$ cat config.mk
export PLATFORM = sky130hd
export DESIGN_NAME = apb_completer_regs
export DESIGN_NICKNAME = d
export VERILOG_FILES = /design/src/rtl/apb_completer_regs.sv
export SDC_FILE = /design/constraint.sdc
export NUM_CORES = 1
export LEC_CHECK = 0
export CAP_MARGIN = 20
export CORE_ASPECT_RATIO = 0.9
export CORE_MARGIN = 2
export CORE_UTILIZATION = 43
export DETAILED_ROUTE_END_ITERATION = 8
export SYNTH_ARGS = -nofsm -noshare
export SYNTH_HDL_FRONTEND = slang
export SYNTH_SLANG_ARGS = --single-unit
$ cat constraint.sdc
create_clock -name clk -period 4.1 [get_ports clk]
set_input_delay 1.025 -clock clk [delete_from_list [all_inputs] [get_ports clk]]
set_output_delay 1.025 -clock clk [all_outputs]
set_load 0.02 [all_outputs]
$ cat src/rtl/apb_completer_regs.sv
// -----------------------------------------------------------------------------
// apb_completer_regs
//
// APB3 completer holding a small bank of word registers behind a fixed base
// address. Every access phase is stretched by WAIT_STATES cycles before
// pready_o rises. Misaligned, out-of-window and read-only-target accesses are
// answered with pslverr_o. The top register is a read-only count of committed
// writes (it wraps).
//
// Ports
//   clk        in   1       clock, all state on rising edge
//   rst        in   1       asynchronous active-low reset
//   psel_i     in   1       APB select
//   penable_i  in   1       APB enable (access phase)
//   paddr_i    in   ADDR_W  byte address
//   pwrite_i   in   1       1 = write, 0 = read
//   pwdata_i   in   DATA_W  write data
//   pready_o   out  1       transfer completes this cycle
//   prdata_o   out  DATA_W  read data, non-zero only on a good read completion
//   pslverr_o  out  1       error response, only while pready_o=1
// -----------------------------------------------------------------------------
module apb_completer_regs #(
  parameter int                DATA_W      = 32,
  parameter int                ADDR_W      = 32,
  parameter int                NUM_REGS    = 8,
  parameter logic [ADDR_W-1:0] BASE_ADDR   = '0,
  parameter int                WAIT_STATES = 1
) (
  input  logic              clk,
  input  logic              rst,
  input  logic              psel_i,
  input  logic              penable_i,
  input  logic [ADDR_W-1:0] paddr_i,
  input  logic              pwrite_i,
  input  logic [DATA_W-1:0] pwdata_i,
  output logic              pready_o,
  output logic [DATA_W-1:0] prdata_o,
  output logic              pslverr_o
);

  localparam int CNT_W = (WAIT_STATES > 0) ? $clog2(WAIT_STATES + 1) : 1;
  localparam int IDX_W = $clog2(NUM_REGS);
  localparam int CNT_IDX = NUM_REGS - 1;

  localparam logic [0:0] S_IDLE   = 1'b0;
  localparam logic [0:0] S_ACCESS = 1'b1;

  logic [0:0]        r_state;
  logic [CNT_W-1:0]  r_count;
  logic [ADDR_W-1:0] r_addr;
  logic              r_write;
  logic [DATA_W-1:0] r_wdata;
  logic [DATA_W-1:0] r_regs [NUM_REGS];

  // Decode of the captured request. The base is word aligned, so the low
  // offset bits equal the low address bits.
  logic [ADDR_W-1:0] w_off;
  logic [ADDR_W-3:0] w_idx_full;
  logic [IDX_W-1:0]  w_idx;
  logic              w_below;
  logic              w_misaligned;
  logic              w_out_of_range;
  logic              w_read_only;
  logic              w_err;
  logic              w_ready;
  logic              w_commit;
  logic [DATA_W-1:0] w_rdata;

  assign w_off          = r_addr - BASE_ADDR;
  assign w_idx_full     = w_off[ADDR_W-1:2];
  assign w_idx          = w_idx_full[IDX_W-1:0];
  assign w_below        = (r_addr < BASE_ADDR);
  assign w_misaligned   = (w_off[1:0] != 2'b00);
  assign w_out_of_range = (w_idx_full >= (ADDR_W-2)'(NUM_REGS));
  assign w_read_only    = r_write && (w_idx_full == (ADDR_W-2)'(CNT_IDX));
  assign w_err          = w_below || w_misaligned || w_out_of_range || w_read_only;

  // Completion is gated by the live psel/penable so a dropped select can
  // never produce a pready pulse.
  assign w_ready  = (r_state == S_ACCESS) && (r_count == '0) && psel_i && penable_i;
  assign w_commit = w_ready && r_write && !w_err;
  assign w_rdata  = r_regs[w_idx];

  assign pready_o  = w_ready;
  assign pslverr_o = w_ready && w_err;
  assign prdata_o  = (w_ready && !r_write && !w_err) ? w_rdata : '0;

  // NOTE: sequential state uses non-blocking assignments so every flop
  // samples pre-edge values regardless of statement order.
  always_ff @(posedge clk or negedge rst) begin
    if (!rst) begin
      r_state <= S_IDLE;
      r_count <= '0;
      r_addr  <= '0;
      r_write <= 1'b0;
      r_wdata <= '0;
    end else begin
      case (r_state)
        S_IDLE: begin
          // Only a setup phase starts a transfer; a stray penable is ignored.
          if (psel_i && !penable_i) begin
            r_state <= S_ACCESS;
            r_count <= CNT_W'(WAIT_STATES);
            r_addr  <= paddr_i;
            r_write <= pwrite_i;
            r_wdata <= pwdata_i;
          end
        end
        S_ACCESS: begin
          if (!psel_i) begin
            r_state <= S_IDLE;
            r_count <= '0;
          end else if (r_count != '0) begin
            r_count <= r_count - 1'b1;
          end else if (penable_i) begin
            r_state <= S_IDLE;
          end
        end
        default: begin
          r_state <= S_IDLE;
          r_count <= '0;
        end
      endcase
    end
  end

  // NOTE: the bank is a handful of flops, not a RAM macro, so it takes the
  // async reset and software always reads zero after reset.
  always_ff @(posedge clk or negedge rst) begin
    if (!rst) begin
      for (int i = 0; i < NUM_REGS; i++) begin
        r_regs[i] <= '0;
      end
    end else if (w_commit) begin
      for (int i = 0; i < CNT_IDX; i++) begin
        if (w_idx == IDX_W'(i)) begin
          r_regs[i] <= r_wdata;
        end
      end
      // Wraps naturally at 2^DATA_W.
      r_regs[CNT_IDX] <= r_regs[CNT_IDX] + 1'b1;
    end
  end

endmodule

==> metrics.csv <==
stage;metric;value;unit
status;outcome;finished clean;
critical_path;endpoint_kind;output pin;
floorplan;die_h;180;um
placement;place_congestion;0.712;
critical_path;worstPathBufferInverterCount;4;
timing;period_share;98.5;%
layout;antennaDiodeCount;0;
global_routing;grt_usage;18.6;%
critical_path;path_depth;6;
synth;ys_async_sr_fraction;100;%
clock_network;path_clk_slew;50;ps
timing;tns;0;ps
power;vdd_drop_max;307;uV
synth;netlist.area_leader.share;54.7;%
power;power.density;416;nW/um^2
drt;antenna_left;0;
critical_path;cp.required;3070;ps
drt;num_vias;8246;
floorplan;fp.dieW;199;um
layout;final_nets;1133;
synth;dominantRegCellSynth;dfrtp_1;
global_routing;grt_pass1_vias;8888;
clock_network;cts_hold_buf;0;
synth;synth-edff-count;0;
floorplan;dieArea;35900;um^2
timing;finalClockSkew;21.0;ps
run;drv_cap;0;
critical_path;max_stage_delay;650;ps
timing;slew_viol_final;0;
drt;firstDrtPassIters;4;
placement;hpwl;20500;um
layout;post-route-util;51.8;%
timing;worst_pin_slew;771;ps
critical_path;critPathSlowestCell;clkdlybuf4s50_1;
synth;yosysTopAreaCell;dfrtp_1;
critical_path;r2r-end;r_regs[224]$_DFFE_PN0P_;
layout;layout-drive-gt1-share;42.4;%
clock_network;cts_sinks;323;
timing;finalHoldViolations;0;
critical_path;reg2reg_depth;10;
clock_network;numCtsBuffers;36;
clock_network;htree_levels;2;
placement;io_buffers;102;
critical_path;cp_cell_sequence;clkdlybuf4s50_1 -> nand4b_1 -> buf_4 -> buf_4 -> a21oi_1 -> clkdlybuf4s50_1;
power;power.leakage;0.00832;uW
timing;setup_viol;0;
global_routing;grt_overflow;0;
layout;syn_to_final_growth;18.9;%
timing;slew-limit-headroom;48.6;%
critical_path;critPathMaxFanout;4;
synth;synth_area;14800;um^2
global_routing;antenna_found_initial;0;
drt;drt-total-wl;31700;um
clock_network;cts_max_path_buffers;3;
drt;drc;0;
global_routing;grt_pass1_wl;52000;um
floorplan;num_rows;64;
timing;fmax;0.248;GHz
worst_hold_path;hold_path_depth;1;
synth;yosys_warnings;0;
clock_network;clock_latency;520;ps
global_routing;grt_max_degree;94;
critical_path;reg2reg_setup_slack;1320;ps
floorplan;core_area;34000;um^2
timing;finalCriticalPeriod;4040;ps
clock_network;cts_tree;yes;
synth;ys_types;39;
drt;vias_per_cell;5.32;
synth;synth-seq-area-share;54.7;%
synth;netlist_top_cells_area;dfrtp_1, mux2_2, mux4_2, mux2_4, mux2i_1;
worst_hold_path;hp-class;register to register;
critical_path;worstPathArrival;3010;ps
floorplan;io_pins;103;
critical_path;worstSetupStartpointType;input pin;
drt;drt_iter0_markers;381;
worst_hold_path;whs_endpoint;r_regs[31]$_DFFE_PN0P_;
synth;syn_nets;1015;
synth;ys_seq_elements;323;
synth;syn_area_per_cell;15.6;um^2
critical_path;r2r-start;r_count$_DFFE_PN0P_;
drt;detail_route.wl_per_cell;20.5;um
synth;synthCells;945;
floorplan;start_util;43.5;%
worst_hold_path;hp-start;r_regs[31]$_DFFE_PN0P_;
clock_network;cts_root_buf;clkbuf_16;
critical_path;crit_type;input pin to output pin;
timing;rsz0062_at_grt;no;
critical_path;crit_family;buffers and inverters;
## layer usage
metal	global-route usage [%]	vias up	part of all wire, %
met5	0	-	0
met4	4.15	0	1.5
met3	2.76	37	4.2
met2	28.3	122	46
met1	28.2	4342	48
li1	-	3745	-
## cell usage after synthesis (2+ instances only)
cell,n
nand2_1,14
mux2_2,250
buf_4,9
buf_1,9
buf_2,15
dfrtp_1,323
a21oi_1,2
nor4_2,6
or3_1,3
and4_1,2
nand4_1,16
xnor2_1,19
inv_1,4
mux4_2,64
xor2_1,12
nor4_4,6
nor3_1,6
clkbuf_1,17
mux2_1,10
mux2_4,30
and3_1,5
and2_1,2
nor2_1,42
nand4b_1,3
nor3b_1,2
buf_6,4
nand3_1,19
nor4_1,7
mux2i_1,32
buf_12,3
## cell type report
cell class,count,area [um^2]
multi-input cells,561,6370
clock buffers,52,1070
flip-flops and latches,323,8090
inverters,4,15.0
well taps,462,578
clock inverters,10,108
fillers,2928,16400
repair buffers,137,1340
## cell usage in the layout (no fill, tap or decap), types with 3 or more instances in the layout
master and n:
buf_4 28, mux2_1 10, buf_12 7, dlygate4sd2_1 32
nand3_1 19, clkbuf_1 6, nand4_1 16, mux4_2 64
nor3_1 6, nor2_1 42, xnor2_1 19, clkbuf_16 37
mux2_2 250, nor4_1 6, nor4_4 8, and3_1 5
xor2_1 12, clkdlybuf4s50_1 69, dfrtp_1 320, mux2_4 30
clkinv_2 6, mux2i_1 32, clkbuf_8 9, nand2_1 14
nor4_2 5, nand4b_1 3, inv_1 4
## cell families after synthesis
logic type               count (synthesis)  synth area share (%)
multiplexers                           386                  34.8
buffers and inverters                   61                  2.44
adder cells (fa/ha/maj)                  1                0.0846
AND/OR/NAND/NOR                        140                  6.09
XOR/XNOR                                31                  1.84
AO/OA/AOI/OAI                            3                 0.118
flip-flops                             323                  54.7
## what timing repair did
item                                    in CTS  in global routing
endpoints found under the setup margin      32                  4
setup buffers                                1                  0
gates resized for setup                     34                  1
pin swaps                                    1                  0
## sequential cells by signal, summed over array words and instances, names as in the netlist
name and count:
r_write 1, r_count 1, r_wdata 32, r_addr 32
r_regs 256, r_state 1
## power breakdown
group / switching [uW] / internal, uW
Clock: 1260 / 1940
Combinational: 299 / 312
Sequential: 185 / 3310
## worst max-delay path by stage
stage,from,endpoint,slack (ps)
3_3_place_gp,penable_i,prdata_o[6],-110
5_1_grt,penable_i,pslverr_o,0.01
2_1_floorplan,penable_i,prdata_o[10],880
4_1_cts,penable_i,pslverr_o,40
3_5_place_dp,penable_i,prdata_o[26],-160
6_report,penable_i,pslverr_o,60
## worst register-to-register path: cells and delay by family, from the launching register on
kind | cells | cell delay, ps
mux | 1 | 380
flops | 1 | 380
buf+inv | 5 | 1000
simple gates | 4 | 910
## stage by stage
| stage | setup WS (ps) | hold WS [ps] | total power, uW | cells | cell area, um^2 |
|---|---|---|---|---|---|
| 3_3_place_gp | -106 | 456 | 4170 | 1486 | 16400 |
| 3_5_place_dp | -159 | 466 | 4170 | 1486 | 16400 |
| 5_1_grt | 0.0144 | 497 | 7640 | 1549 | 17600 |
| 4_1_cts | 36.6 | 475 | 7430 | 1549 | 17600 |
| 2_1_floorplan | 884 | 437 | 3860 | 945 | 14800 |
| 6_report | 62.8 | 469 | 7310 | 1549 | 17600 |
(Power assumes the default switching activity.)
